File: src/rtl/param_prom_writer.sv
// Parameter PROM programmer: takes a byte stream over valid/ready and writes
// each byte with a timed WE_B strobe, advancing the PROM address with PARAM_CLK.
module param_prom_writer #(
  parameter int unsigned SETUP_CYC = 2,
  parameter int unsigned WR_PULSE  = 4,
  parameter int unsigned HOLD_CYC  = 2,
  parameter int unsigned TIMEOUT   = 65535
) (
  input  logic        CLK,
  input  logic        RST,
  input  logic        WR_START,
  input  logic [15:0] WR_NBYTES,
  input  logic        WR_ABORT,
  input  logic [7:0]  DIN,
  input  logic        DIN_VALID,
  output logic        DIN_READY,
  output logic [7:0]  PARAM_DAT_O,
  output logic        PARAM_DAT_T,
  output logic        PARAM_WE_B,
  output logic        PARAM_CE_B,
  output logic        PARAM_OE,
  output logic        PARAM_CLK,
  output logic        BUSY,
  output logic        DONE,
  output logic        ERR,
  output logic [15:0] BYTES_WRITTEN
);

  typedef enum logic [3:0] {
    S_IDLE, S_CEON, S_WAIT, S_SETUP, S_STROBE,
    S_HOLD, S_ADV, S_FINISH, S_ABRT
  } state_t;

  localparam logic [15:0] SETUP_LAST = 16'(SETUP_CYC - 1);
  localparam logic [15:0] PULSE_LAST = 16'(WR_PULSE - 1);
  localparam logic [15:0] HOLD_LAST  = 16'(HOLD_CYC - 1);
  localparam logic [15:0] TMO_LAST   = 16'(TIMEOUT - 1);

  state_t      state;
  state_t      nxt;
  logic [15:0] cnt;
  logic [15:0] nbytes;
  logic [7:0]  byte_q;
  logic        from_abrt;

  logic        start_ok;
  logic        accept;
  logic        abort_ok;
  logic        tmo;
  logic [15:0] bw_next;

  logic        ce_b_d;
  logic        dat_t_d;
  logic        we_b_d;
  logic        pclk_d;
  logic        rdy_d;
  logic        busy_d;
  logic        done_d;
  logic [7:0]  dat_d;

  assign start_ok = (state == S_IDLE) && WR_START && !BUSY;
  assign accept   = (state == S_WAIT) && DIN_READY && DIN_VALID;
  assign abort_ok = WR_ABORT && (state != S_IDLE) &&
                    (state != S_FINISH) && (state != S_ABRT);
  assign tmo      = (state == S_WAIT) && DIN_READY && !DIN_VALID &&
                    (cnt == TMO_LAST);
  assign bw_next  = BYTES_WRITTEN + 16'd1;
  assign PARAM_OE = 1'b0;

  always_comb begin
    nxt = state;
    unique case (state)
      S_IDLE:   if (start_ok) nxt = (WR_NBYTES == 16'd0) ? S_FINISH : S_CEON;
      S_CEON:   if (cnt == SETUP_LAST) nxt = S_WAIT;
      S_WAIT: begin
        if (accept)   nxt = S_SETUP;
        else if (tmo) nxt = S_ABRT;
      end
      S_SETUP:  if (cnt == SETUP_LAST) nxt = S_STROBE;
      S_STROBE: if (cnt == PULSE_LAST) nxt = S_HOLD;
      S_HOLD:   if (cnt == HOLD_LAST) nxt = S_ADV;
      S_ADV:    nxt = (bw_next == nbytes) ? S_FINISH : S_WAIT;
      S_FINISH: nxt = S_IDLE;
      S_ABRT:   if (cnt == HOLD_LAST) nxt = S_IDLE;
      default:  nxt = S_IDLE;
    endcase
    if (abort_ok) nxt = S_ABRT;
  end

  always_ff @(posedge CLK or posedge RST) begin
    if (RST) begin
      state <= S_IDLE;
      cnt   <= '0;
    end else begin
      state <= nxt;
      if (nxt != state)
        cnt <= '0;
      else if (state == S_WAIT) begin
        if (DIN_READY && !DIN_VALID) cnt <= cnt + 16'd1;
      end else if (state != S_IDLE)
        cnt <= cnt + 16'd1;
    end
  end

  always_ff @(posedge CLK or posedge RST) begin
    if (RST) begin
      nbytes        <= '0;
      byte_q        <= '0;
      BYTES_WRITTEN <= '0;
      ERR           <= 1'b0;
      from_abrt     <= 1'b0;
    end else begin
      from_abrt <= (state == S_ABRT);
      if (start_ok) begin
        nbytes        <= WR_NBYTES;
        BYTES_WRITTEN <= '0;
        ERR           <= 1'b0;
      end else if (state == S_ADV)
        BYTES_WRITTEN <= bw_next;
      else if ((state == S_IDLE) && from_abrt)
        ERR <= 1'b1;
      if (accept) byte_q <= DIN;
    end
  end

  // Pins follow the state one cycle late so every output is a clean register.
  always_comb begin
    ce_b_d  = 1'b1;
    dat_t_d = 1'b1;
    we_b_d  = 1'b1;
    pclk_d  = 1'b0;
    rdy_d   = 1'b0;
    busy_d  = 1'b1;
    done_d  = 1'b0;
    dat_d   = PARAM_DAT_O;
    unique case (state)
      S_IDLE:   busy_d = 1'b0;
      S_CEON:   ce_b_d = 1'b0;
      S_WAIT: begin
        ce_b_d = 1'b0;
        rdy_d  = (nxt == S_WAIT);
      end
      S_SETUP: begin
        ce_b_d  = 1'b0;
        dat_t_d = 1'b0;
        dat_d   = byte_q;
      end
      S_STROBE: begin
        ce_b_d  = 1'b0;
        dat_t_d = 1'b0;
        we_b_d  = 1'b0;
      end
      S_HOLD: begin
        ce_b_d  = 1'b0;
        dat_t_d = 1'b0;
      end
      S_ADV: begin
        ce_b_d = 1'b0;
        pclk_d = 1'b1;
      end
      S_FINISH: done_d = 1'b1;
      S_ABRT: begin
        ce_b_d  = 1'b0;
        dat_t_d = PARAM_DAT_T;
      end
      default: busy_d = 1'b0;
    endcase
  end

  always_ff @(posedge CLK or posedge RST) begin
    if (RST) begin
      PARAM_DAT_O <= '0;
      PARAM_DAT_T <= 1'b1;
      PARAM_WE_B  <= 1'b1;
      PARAM_CE_B  <= 1'b1;
      PARAM_CLK   <= 1'b0;
      DIN_READY   <= 1'b0;
      BUSY        <= 1'b0;
      DONE        <= 1'b0;
    end else begin
      PARAM_DAT_O <= dat_d;
      PARAM_DAT_T <= dat_t_d;
      PARAM_WE_B  <= we_b_d;
      PARAM_CE_B  <= ce_b_d;
      PARAM_CLK   <= pclk_d;
      DIN_READY   <= rdy_d;
      BUSY        <= busy_d;
      DONE        <= done_d;
    end
  end

endmodule

File: config.mk
export PLATFORM = sky130hd
export DESIGN_NAME = param_prom_writer
export DESIGN_NICKNAME = d
export VERILOG_FILES = /design/src/rtl/param_prom_writer.sv
export SDC_FILE = /design/constraint.sdc
export NUM_CORES = 1
export LEC_CHECK = 0
export ABC_AREA = 0
export BUFFER_PORTS_ARGS = -buffer_cell sky130_fd_sc_hd__buf_4
export CORE_ASPECT_RATIO = 1.1
export CORE_MARGIN = 2
export CORE_UTILIZATION = 45
export DETAILED_ROUTE_END_ITERATION = 10
export MAX_ROUTING_LAYER = met4
export PLACE_DENSITY = 0.68
export SLEW_MARGIN = 5
export SYNTH_ARGS = -nofsm -noshare
export SYNTH_HDL_FRONTEND = slang
export SYNTH_SLANG_ARGS = --single-unit
File: constraint.sdc
create_clock -name CLK -period 2.88 [get_ports CLK]
set_input_delay 0.144 -clock CLK [delete_from_list [all_inputs] [get_ports CLK]]
set_output_delay 0.144 -clock CLK [all_outputs]
set_load 0.005 [all_outputs]
Word level (Yosys, flattened, before mapping)
Index checks and enable logic that the tools add are counted.
W data, S select, Z words.
{"block": "op_classes", "addsub": 2, "n_eq_ne": 18, "mux": 28, "n_reduce_logical": 24}
{"cell": "$mux W16", "n": 6}
{"cell": "$mux W4", "n": 9}
{"cell": "$add A16 B1 Y16 const B", "n": 2}
{"cell": "$pmux W4 S8", "n": 1}
{"cell": "$eq A16 B1 Y1 const B", "n": 1}
{"cell": "$eq A16 B16 Y1", "n": 1}
{"cell": "$eq A16 B16 Y1 const B", "n": 1}
{"cell": "$eq A16 B2 Y1 const B", "n": 1}
{"cell": "$eq A4 B3 Y1 const B", "n": 4}
{"cell": "$logic_not A16 Y1", "n": 1}
{"cell": "$eq A4 B2 Y1 const B", "n": 3}
{"cell": "$logic_and A1 B1 Y1", "n": 11}
{"cell": "$mux W1", "n": 9}
{"cell": "$reduce_or A8 Y1", "n": 1}
{"cell": "$reduce_or A7 Y1", "n": 1}
{"cell": "$mux W3", "n": 2}
{"cell": "$eq A4 B1 Y1 const B", "n": 1}
{"cell": "$eq A4 B4 Y1 const B", "n": 1}
{"cell": "$logic_not A4 Y1", "n": 1}
{"cell": "$ne A4 B3 Y1 const B", "n": 1}
{"cell": "$ne A4 B4 Y1", "n": 1}
{"cell": "$ne A4 B4 Y1 const B", "n": 1}
{"cell": "$reduce_and A2 Y1", "n": 2}
{"cell": "$reduce_bool A2 Y1", "n": 2}
{"cell": "other kinds (7)", "n": 8}
{"block": "totals", "register_bits": 77, "inputBits": 29, "output_inout_bits": 33, "elab_cells": 87}

Logic depth before layout (Yosys ltp)
Gate-level depths: netlist of run 1.
{"block": "logic_depth", "ltp_word": 11, "ltp_mapped": 11, "ltp_nobuf": 9}

Least setup slack after synthesis of run 1
No wires, ideal clock.
{"block": "synth_timing", "kind": "register to register", "startpoint": "reg BYTES_WRITTEN[1]", "endpoint": "reg cnt[0]", "setup_time_ns": 0.097, "arrival_time_ns": 2.722, "required_ns": 2.783, "slack_ns": 0.061, "stages_incl_launch_ff": 10, "path_buffers": 1, "period_less_slack_ns": 2.819, "path_cell_list": "dfrtp_1 -> ha_1 -> nand3_4 -> or4_1 -> a222oi_1 -> o211ai_1 -> nor4b_4 -> nor2_2 -> buf_6 -> nor4_2"}
{"block": "synth_between", "elab_chain_cells": 8, "elab_cells_between_ends": 10, "classes_between": "1 x add/sub; 3 x eq/ne; 4 x mux; 2 x reduce/logical"}
{"item": "start: declaration", "line_no": "26", "rtl": "output logic [15:0] BYTES_WRITTEN"}
{"item": "start signal: assignment", "line_no": "119", "rtl": "BYTES_WRITTEN <= bw_next;"}
{"item": "$add A16 B1 Y16 (*)", "line_no": "67", "rtl": "assign bw_next = BYTES_WRITTEN + 16'd1;"}
{"item": "$eq A16 B16 Y1 (*)", "line_no": "82", "rtl": "S_ADV: nxt = (bw_next == nbytes) ? S_FINISH : S_WAIT;"}
{"item": "$mux W3 (*)", "line_no": "82"}
{"item": "$pmux W4 S8 (*)", "line_no": "72", "rtl": "unique case (state)"}
{"item": "$mux W4 (*)", "line_no": "87", "rtl": "if (abort_ok) nxt = S_ABRT;"}
{"item": "$ne A4 B4 Y1 (*)", "line_no": "96", "rtl": "if (nxt != state)"}
{"item": "$ne A3 B1 Y1 (no line) or $reduce_bool A3 Y1 (tied branches)"}
{"item": "$reduce_and A2 Y1 (no line)"}
{"item": "end signal: assignment", "line_no": "99", "rtl": "if (DIN_READY && !DIN_VALID) cnt <= cnt + 16'd1;"}
{"item": "end signal: assignment", "line_no": "101", "rtl": "cnt <= cnt + 16'd1;"}
{"item": "end: declaration", "line_no": "41", "rtl": "logic [15:0] cnt;"}
Every way passes the cells marked *; elsewhere a longest branch is shown, timed or not.
A chain may end at the register's enable or synchronous reset.

Worst setup path after layout of run 1
{"block": "layout_timing", "startpoint": "reg cnt[9]", "endpoint": "reg cnt[9]"}
{"block": "layout_between", "elab_chain_cells": 9, "elab_cells_between_ends": 22, "classes_between": "1 x add/sub; 5 x eq/ne; 13 x mux; 3 x reduce/logical"}
{"item": "$eq A16 B16 Y1", "line_no": "66", "rtl": "(cnt == TMO_LAST);"}
{"item": "$logic_and A1 B1 Y1", "line_no": "65", "rtl": "assign tmo = (state == S_WAIT) && DIN_READY && !DIN_VALID &&"}
{"item": "$mux W4", "line_no": "77", "rtl": "else if (tmo) nxt = S_ABRT;"}
{"item": "$mux W4", "line_no": "76", "rtl": "if (accept) nxt = S_SETUP;"}
{"item": "$pmux W4 S8 (*)", "line_no": "72"}
{"item": "$mux W4 (*)", "line_no": "87"}
{"item": "net nxt[1]", "line_no": "40", "rtl": "state_t nxt;"}
{"item": "$ne A4 B4 Y1 (*)", "line_no": "96"}
{"item": "$ne A3 B1 Y1 (no line) or $reduce_bool A3 Y1 (tied branches)"}
{"item": "$reduce_and A2 Y1 (no line)"}
Mark *: on every way through the listed nets, which the timed path passes. The rest lies on a longest branch. The select of a mux whose other input is x is not followed.

==> impl_metrics.yaml, run 1 <==
synthesis:
  synth_seq_cells: 77
  ys_seq_area_share_pct: 43.69
  synth_fp_nets: 502
  ys.flop_type: "dfrtp_1"
  synth-edff-count: 0
  netlist_area_um2: 4419
  ys_types: 66
  avgSynthCellArea_um2: 9.423
  yosysWarningCount: 0
  async_flop_share_pct: 100.0
  netlist_instances: 469
clocking:
  clock_latency_ns: 0.36
  clockBufferDepth: 2
  clkSinkCount: 77
  cts-root-buf: "clkbuf_8"
  cts.htree.levels: 3
  cts_buffers: 9
  cts_tree: "done"
  clkTransAtPathRegs_ns: 0.08
cells_and_area:
  instances_no_fill: 688
  layout-drive-gt1-share_pct: 29.25
  area_growth_pct: 27.10
  nets: 599
  diodes: 0
power_and_ir_drop:
  p_per_area_nw_per_um2: 661.1
  power.share.clock_pct: 25.6
  comb_power_share_pct: 35.9
  seq_power_share_pct: 38.5
  vdd_drop_max_mv: 0.3715
  p_leak_uw: 0.002581
  intPower_uw: 2381
  p_switching_uw: 1332
  p_sw_share_pct: 35.89
  design_power_total_uw: 3713
setup_path:
  crit_fanout: 17
  path_cells: "or4_1, and4bb_2, mux2_2, a211o_1, xnor2_2, nand3_2, buf_12, nor4_2"
  r2r_slack_ns: 0.09
  required_ns: 3.13
  critPathBufInv: 1
  slowest_delay_ns: 0.54
  critical_path.endpoint_type: "flip-flop"
  crit_family: "simple AND/OR/NAND/NOR gates"
  crit_arrival_ns: 3.04
  criticalPathCategory: "flip-flop to flip-flop"
  startpoint_type: "flip-flop"
  crit_slowest_cell: "or4_1"
timing:
  period_share_pct: 96.74
  fmax_mhz: 358.9
  fin_crit_ns: 2.786
  tightest_slew_ns: 0.7752
  finalSetupViolations: 0
  worst_slack_ns: 0.09380
  finalMaxSlewViolations: 0
  finalHoldViolCount: 0
  fin_tns_setup_ns: 0
  whs_ns: 0.01759
  clock_skew_ns: 0.009265
  relSlewSlack_pct: 48.13
global_routing:
  grt_usage_pct: 22.97
  grt_pass1_vias: 3901
  grt_first_pass_wirelength_um: 18930
  grt_max_degree: 42
  gr-total-overflow: 0
  antenna_found_initial: 0
die:
  ioPinCount: 62
  die_h_um: 107.9
  dieArea_um2: 10630
  fp.dieW_um: 98.49
  fp.coreArea_um2: 9444
  row_count: 37
  start_util_pct: 46.79
route:
  vias: 3873
  drt_wl_total_um: 11200
  ant_nets: 0
  first_iter_violations: 127
  routedWlPerCell_um: 16.27
  route.detailed.drc: 0
  viasPerCell: 5.629
  drtPass1Iterations: 6
placed_design:
  dp_cells: 652
  numPortBuffers: 60
  hpwl_um: 8177
  gp_congestion: 0.9142
  post-place-ws_ns: 0.01919
flow_run:
  maxCapViolations: 0
hold_path:
  hold_path.class: "input port to flip-flop"
outcome:
  status: "complete, no violations"
==> worst register-to-register path, stage by stage (launching register included) <==
cell      delay [ns]
dfrtp_1         0.41
or4_1           0.54
and4bb_2        0.34
mux2_2          0.34
a211o_1         0.34
xnor2_2         0.14
nand3_2         0.11
buf_12          0.18
nor4_2          0.29
==> synth_stat cells (all sizes together) (2+ instances only) <==
cell type | number | area (um2)
a211o | 4 | 35.03
a211oi | 2 | 15.01
a21oi | 11 | 55.05
a311oi | 2 | 17.52
a31oi | 5 | 31.28
and2 | 6 | 37.54
and3 | 5 | 31.28
and4 | 6 | 55.05
buf | 13 | 85.08
clkbuf | 17 | 65.06
dfrtp | 74 | 1852
dfstp | 3 | 78.83
ha | 4 | 50.05
inv | 10 | 37.54
mux2 | 17 | 191.4
mux2i | 2 | 20.02
nand2 | 75 | 281.5
nand2b | 4 | 25.02
nand3 | 18 | 112.6
nand3b | 2 | 15.01
nand4 | 13 | 81.33
nor2 | 35 | 133.9
nor3 | 7 | 35.03
nor3b | 3 | 27.52
nor4 | 27 | 237.7
o211ai | 2 | 15.01
o21ai | 29 | 145.1
o31ai | 7 | 52.55
or3 | 2 | 12.51
or3b | 2 | 17.52
or4 | 4 | 30.03
xnor2 | 18 | 157.7
xor2 | 17 | 148.9
==> power by group through the flow <==
stage,sequential (uW),combinational (uW),clock (uW)
4_1_cts,1430,1320,974
3_3_place_gp,1440,1260,0
3_5_place_dp,1450,1290,0
5_1_grt,1450,1470,1020
6_report,1430,1330,951
2_1_floorplan,1400,932,0
==> flip-flops by register name, indices dropped and copies added, names as in the netlist <==
register and flops:
PARAM_CLK 1, PARAM_DAT_O 8, nbytes 16, cnt 16, PARAM_CE_B 1, ERR 1
from_abrt 1, DIN_READY 1, byte_q 8, DONE 1, BUSY 1, PARAM_WE_B 1
PARAM_DAT_T 1, BYTES_WRITTEN 16, state 4
==> cells in the final DEF, fill, tap and decap left out, drive strengths merged, types with 2 or more instances in the layout <==
cell,netlist,final
nor3,7,7
a31oi,5,5
bufinv,0,2
nor2,35,35
nand2,75,75
a211oi,2,2
clkbuf,17,10
mux2,17,17
nand3,18,18
clkinv,0,3
a311oi,2,2
xor2,17,17
a21oi,11,11
nor4,27,27
xnor2,18,18
o31ai,7,7
o211ai,2,2
or4,4,4
nor3b,3,3
inv,10,11
ha,4,4
mux2i,2,2
a211o,4,4
o21ai,29,29
dlygate4sd3,0,17
and4,6,6
dfstp,3,3
nand3b,2,2
or3b,2,2
and3,5,5
or3,2,2
dfrtp,74,74
and2,6,6
buf,13,99
nand4,13,13
nand2b,4,4
==> layout make-up <==
cell class	count	area [um2]
timing repair buffer	116	938.4
fill	819	3827
inverter	10	37.54
sequential	77	1934
tap	117	146.4
clock inverter	6	95.09
multi-input combinational	352	2327
clock buffer	10	137.6
==> kinds of logic (layout without fill, tap and decap cells) <==
group                    Yosys count  count (layout)  share of synthesized area [%]
buffers and inverters             40             142                          4.247
XOR/XNOR                          36              36                          7.446
AND/OR/NAND/NOR                  217             217                          27.75
other                              1               1                        0.08486
flip-flops                        77              77                          43.69
AO/OA/AOI/OAI                     75              75                          10.87
adder cells (fa/ha/maj)            4               4                          1.133
multiplexers                      19              19                          4.785
==> stage by stage <==
stage	area [um2]	utilization [%]
detailed placement	5161	54.65
finish	5617	59.47
floorplan	4419	-
CTS	5560	58.88
global placement	5161	54.65
global route	5617	59.47
==> path summary, 6_finish.rpt <==
| kind | startpoint | end | cells past startpoint |
|---|---|---|---|
| max | cnt[9]$_DFFE_PP0P_ | cnt[9]$_DFFE_PP0P_ | 8 |
| min | WR_NBYTES[5] | nbytes[5]$_DFFE_PP0P_ | 3 |
| max reg2reg | cnt[9]$_DFFE_PP0P_ | cnt[9]$_DFFE_PP0P_ | 8 |
| min reg2reg | PARAM_DAT_T$_DFFE_PP1N_ | PARAM_DAT_T$_DFFE_PP1N_ | 2 |
| max in group asynchronous | RST | PARAM_WE_B$_DFF_PP1_ | 4 |
| min in group asynchronous | RST | DONE$_DFF_PP0_ | 3 |
==> per-layer routing <==
layer | routed length [um] | track usage, % | vias to the layer above
met1 | 4636 | 27.38 | 1867
met2 | 5918 | 40.14 | 120
met4 | 96 | 5.284 | 0
li1 | - | - | 1876
met5 | 0 | - | -
met3 | 543 | 4.977 | 10
==> timing repair <==
item                                    in CTS  in global routing
endpoints found under the setup margin       1                 16
hold buffers                                16                  1
pin swaps                                    1                  5
endpoints found under the hold margin       49                  1
gates resized for setup                      1                  6
buffers inserted                             0                  3
(Power assumes the default switching activity.)
==> run 2, diff against run 1 <==
Settings changed: CELL_PAD_IN_SITES_DETAIL_PLACEMENT set to 0, CELL_PAD_IN_SITES_GLOBAL_PLACEMENT set to 1, CORE_UTILIZATION 45 to 40, PLACE_DENSITY 0.68 to unset, PLACE_DENSITY_LB_ADDON set to 0.1, SLEW_MARGIN 5 to unset.
==> impl_metrics.yaml, run 2 (same netlist as run 1, synthesis figures left out) <==
outcome:
  status: "complete, no violations"
timing:
  relSlewSlack_pct: 47.15
  finalMaxSlewViolations: 0
  worst_slack_ns: 0.09471
  finalHoldViolCount: 0
  period_share_pct: 96.71
  finalSetupViolations: 0
  fin_crit_ns: 2.785
  clock_skew_ns: 0.01029
  fmax_mhz: 359.0
  tightest_slew_ns: 0.7899
clocking:
  cts-root-buf: "clkbuf_16"
  clock_latency_ns: 0.33
  clkTransAtPathRegs_ns: 0.06
  clockBufferDepth: 2
  cts_tree: "done"
  clkSinkCount: 77
  cts.htree.levels: 3
  cts_buffers: 9
cells_and_area:
  mostFrequentLayoutCell: "buf_4"
  multiInputGateArea_um2: 2374
  nets: 586
  layout.area.seq_um2: 1931
  n_fill_cell: 1035
  top_regs: "BYTES_WRITTEN (16), cnt (16), nbytes (16)"
  diodes: 0
  area_growth_pct: 27.77
  mostFrequentLayoutCells: "96 x buf_4, 75 x nand2_1, 74 x dfrtp_1"
  instances_no_fill: 705
  layout-drive-gt1-share_pct: 30.11
setup_path:
  criticalPathCategory: "flip-flop to flip-flop"
  crit_arrival_ns: 3.01
  crit_slowest_cell: "or4_1"
  crit_fanout: 17
  startpoint_type: "flip-flop"
  r2r_end: "cnt[10]$_DFFE_PP0P_"
  slowest_delay_ns: 0.53
  path_cells: "or4_1, and4bb_2, mux2_2, a211o_1, xnor2_2, nand3_2, buf_12, nor4_2"
  r2r_cells: 8
  r2r_slack_ns: 0.09
  critical_path.endpoint_type: "flip-flop"
  worstReg2RegStart: "cnt[9]$_DFFE_PP0P_"
  required_ns: 3.11
power_and_ir_drop:
  p_per_area_nw_per_um2: 689.5
  p_leak_uw: 0.002558
  vdd_drop_max_mv: 0.4013
placed_design:
  hpwl_um: 8530
  dp_cells: 685
  gp_congestion: 0.8483
  numPortBuffers: 60
  post-place-ws_ns: 0.08176
die:
  fp.dieW_um: 104.2
  ioPinCount: 62
  row_count: 40
  start_util_pct: 40.69
  dieArea_um2: 11910
  die_h_um: 114.2
  fp.coreArea_um2: 10860
route:
  drtPass1Iterations: 4
  routedWlPerCell_um: 16.47
  vias: 3780
  drt_wl_total_um: 11610
  route.detailed.drc: 0
  ant_nets: 0
  first_iter_violations: 140
  viasPerCell: 5.362
hold_path:
  min_from: "WR_NBYTES[12]"
  hold_path.class: "input port to flip-flop"
  whs_path_depth: 3
  min_to: "nbytes[12]$_DFFE_PP0P_"
global_routing:
  grt_pass1_vias: 3790
  grt_first_pass_wirelength_um: 19150
  antenna_found_initial: 0
  grt_usage_pct: 20.92
  grt_max_degree: 28
  gr-total-overflow: 0
flow_run:
  maxCapViolations: 0
-- run 2: changes by cell type in the layout (fill, tap and decap cells not counted), moves of 2 or more --
cell,previous run,this run
clkbuf_16,0,9
nor4_4,0,2
clkbuf_8,10,0
clkinv_2,0,3
nor4_1,13,11
dlygate4sd3_1,17,4
dfrtp_2,3,0
dfrtp_1,71,74
-- run 2: power breakdown --
part / total, uW / internal [uW] / switching [uW]
sequential: 1420 / 1270 / 151
clock: 1130 / 673 / 457
combinational: 1350 / 577 / 768
total: 3890 / 2520 / 1380
-- run 2: cell type report --
cell class / instances / area share, %
Inverter: 10 / 0.6869
Clock inverter: 7 / 1.307
Tap cell: 147 / 3.257
Multi-Input combinational cell: 352 / 42.03
Sequential cell: 77 / 34.19
Clock buffer: 9 / 3.988
Timing Repair Buffer: 103 / 14.54
-- run 2: critical path, delay by kind of cell (launching register included) --
family	cells	cell delay (ns)
simple gates	4	1.28
flops	1	0.40
mux	1	0.33
compound gates	1	0.33
buf+inv	1	0.19
xor+xnor	1	0.15
-- run 2: what timing repair did --
action | in CTS | in global routing
buffers inserted | 0 | 0
endpoints found under the hold margin | 26 | 0
resized for setup | 0 | 11
endpoints found under the setup margin | 0 | 15
hold buffers | 4 | 0
-- run 2: worst max-delay path by stage --
stage / depth (start not counted) / startpoint / slack [ns] / end
CTS: 8 / cnt[14]$_DFFE_PP0P_ / 0.07 / cnt[8]$_DFFE_PP0P_
global placement: 8 / cnt[9]$_DFFE_PP0P_ / 0.16 / cnt[8]$_DFFE_PP0P_
finish: 8 / cnt[9]$_DFFE_PP0P_ / 0.09 / cnt[10]$_DFFE_PP0P_
detailed placement: 8 / cnt[14]$_DFFE_PP0P_ / 0.08 / cnt[8]$_DFFE_PP0P_
global route: 8 / cnt[9]$_DFFE_PP0P_ / -0.02 / cnt[10]$_DFFE_PP0P_
floorplan: 9 / BYTES_WRITTEN[1]$_DFFE_PP0P_ / 0.06 / cnt[0]$_DFFE_PP0P_
-- run 2: metal layers --
layer / part of all wire [%] / wire length [um] / GRT usage [%]
met5: 0 / 0 / -
met4: 1.8 / 211 / 7.928
met3: 2.7 / 318 / 3.813
met2: 52 / 6082 / 35.83
met1: 43 / 4999 / 24.72
-- run 2: metrics by stage --
| step | power, uW | hold slack, ns | TNS [ns] | utilization [%] | instance area [um2] |
|---|---|---|---|---|---|
| final | 3893 | 0.01459 | 0 | 51.99 | 5647 |
| after global routing | 4159 | 0.01020 | -0.02117 | 51.99 | 5647 |
| after CTS | 3897 | 0.003113 | 0 | 51.32 | 5574 |
| after detailed placement | 2744 | 0.1752 | 0 | 48.20 | 5235 |
| after floorplan | 2331 | 0.2494 | 0 | - | 4419 |
| after global placement | 2725 | 0.1789 | 0 | 48.20 | 5235 |
==> run 3, diff against run 2 <==
Settings changed: RECOVER_POWER set to 50.
==> impl_metrics.yaml, run 3 (same netlist as run 1, synthesis figures left out) <==
placed_design:
  place_area_um2: 5235
  gp_congestion: 0.8483
  hpwl_um: 8530
  numPortBuffers: 60
cells_and_area:
  nets: 586
  layout-drive-gt1-share_pct: 29.21
  post-route-cell-area_um2: 5627
  utilization_pct: 51.81
  area_growth_pct: 27.32
  diodes: 0
  top_regs: "BYTES_WRITTEN (16), cnt (16), nbytes (16)"
  mostFrequentLayoutCells: "75 x nand2_1, 74 x dfrtp_1, 66 x buf_4"
  mostFrequentLayoutCell: "nand2_1"
route:
  drtPass1Iterations: 4
  vias: 3790
  routedWlPerCell_um: 16.41
  drt_wl_total_um: 11570
  first_iter_violations: 126
  ant_nets: 0
  viasPerCell: 5.376
  route.detailed.drc: 0
clocking:
  clkSinkCount: 77
  cts-root-buf: "clkbuf_16"
  clkTransAtPathRegs_ns: 0.06
  cts.htree.levels: 3
  postCtsSetupRepairBufs: 0
  cts_tree: "done"
  clockBufferDepth: 2
  clock_latency_ns: 0.33
  cts_buffers: 9
global_routing:
  grt_pass1_vias: 3790
  antenna_found_initial: 0
  grt_usage_pct: 20.92
  grt_first_pass_wirelength_um: 19150
  grt_max_degree: 28
  gr-total-overflow: 0
setup_path:
  r2r_cells: 8
  crit_arrival_ns: 3.01
  crit_fanout: 17
  required_ns: 3.11
  critical_path.endpoint_type: "flip-flop"
  criticalPathCategory: "flip-flop to flip-flop"
  startpoint_type: "flip-flop"
die:
  fp.coreArea_um2: 10860
  start_util_pct: 40.69
  die_h_um: 114.2
  row_count: 40
  dieArea_um2: 11910
  ioPinCount: 62
  fp.dieW_um: 104.2
power_and_ir_drop:
  power.share.clock_pct: 29.0
  comb_power_share_pct: 34.5
  p_leak_uw: 0.002522
  seq_power_share_pct: 36.4
  intPower_uw: 2513
  p_switching_uw: 1373
  p_per_area_nw_per_um2: 690.7
  vdd_drop_max_mv: 0.3991
  p_sw_share_pct: 35.32
timing:
  fmax_mhz: 358.8
  tightest_slew_ns: 1.122
  finalMaxSlewViolations: 0
  finalHoldViolCount: 0
  period_share_pct: 96.78
  relSlewSlack_pct: 24.79
  fin_tns_setup_ns: 0
  clock_skew_ns: 0.01083
  fin_crit_ns: 2.787
  finalSetupViolations: 0
outcome:
  status: "complete, no violations"
flow_run:
  maxCapViolations: 0
hold_path:
  hold_path.class: "input port to flip-flop"
  whs_path_depth: 3
-- run 3: changes by cell type in the layout (fill, tap and decap cells not counted) --
cell,previous run,this run
clkinv_2,3,2
clkbuf_1,0,4
clkbuf_2,0,2
dfstp_1,0,1
dfstp_2,3,2
clkinvlp_2,0,1
clkbuf_4,0,24
buf_4,96,66
-- run 3: stage by stage --
step                      power [uW]  cells  hold slack (ns)  setup WS, ns
after floorplan                 2331    469           0.2494       0.06142
after detailed placement        2744    685           0.1752       0.08176
final                           3886    705          0.01497       0.09276
after global routing            4155    705          0.01020      -0.01798
after global placement          2725    685           0.1789        0.1589
after CTS                       3897    705         0.003113       0.06576
-- run 3: layout make-up --
type / instances / area (um2)
well taps: 147 / 183.9
clock buffers: 9 / 225.2
flip-flops and latches: 77 / 1931
fillers: 1039 / 5234
inverters: 10 / 38.79
clock inverters: 7 / 73.82
repair buffers: 103 / 800.8
multi-input cells: 352 / 2374
-- run 3: worst max-delay path, stage by stage (launching register included) --
cell	delay (ns)
dfrtp_1	0.40
or4_1	0.53
and4bb_2	0.34
mux2_2	0.33
a211o_1	0.33
xnor2_2	0.15
nand3_2	0.11
buf_12	0.19
nor4_2	0.30
-- run 3: power groups by stage --
stage	sequential (uW)	clock, uW	combinational [uW]
2_1_floorplan	1400	0	932
3_3_place_gp	1430	0	1300
3_5_place_dp	1440	0	1310
4_1_cts	1420	1160	1320
5_1_grt	1440	1210	1510
6_report	1420	1130	1340
-- run 3: layer usage --
| layer | track usage (%) | vias to the layer above | share of wire, % | wire length, um |
|---|---|---|---|---|
| met1 | 24.72 | 1857 | 43 | 4947 |
| met4 | 7.928 | 0 | 1.7 | 195 |
| met2 | 35.83 | 76 | 52 | 6066 |
| met3 | 3.813 | 14 | 3.1 | 360 |
| li1 | - | 1843 | - | - |
| met5 | - | - | 0 | 0 |
-- run 3: final timing paths --
kind / start / to / slack (ns)
setup / recovery: cnt[9]$_DFFE_PP0P_ / cnt[10]$_DFFE_PP0P_ / 0.09
hold / removal: WR_NBYTES[12] / nbytes[12]$_DFFE_PP0P_ / 0.01
setup reg to reg: cnt[9]$_DFFE_PP0P_ / cnt[10]$_DFFE_PP0P_ / 0.09
hold reg to reg: PARAM_DAT_T$_DFFE_PP1N_ / PARAM_DAT_T$_DFFE_PP1N_ / 0.49
max in group asynchronous: RST / cnt[9]$_DFFE_PP0P_ / 1.06
min in group asynchronous: RST / byte_q[7]$_DFFE_PP0P_ / 0.59
-- run 3: timing repair --
item                       4_1_cts  5_1_grt
hold endpoints to repair        26        0
hold buffers                     4        0
setup endpoints to repair        0       15
gates resized for setup          0       11
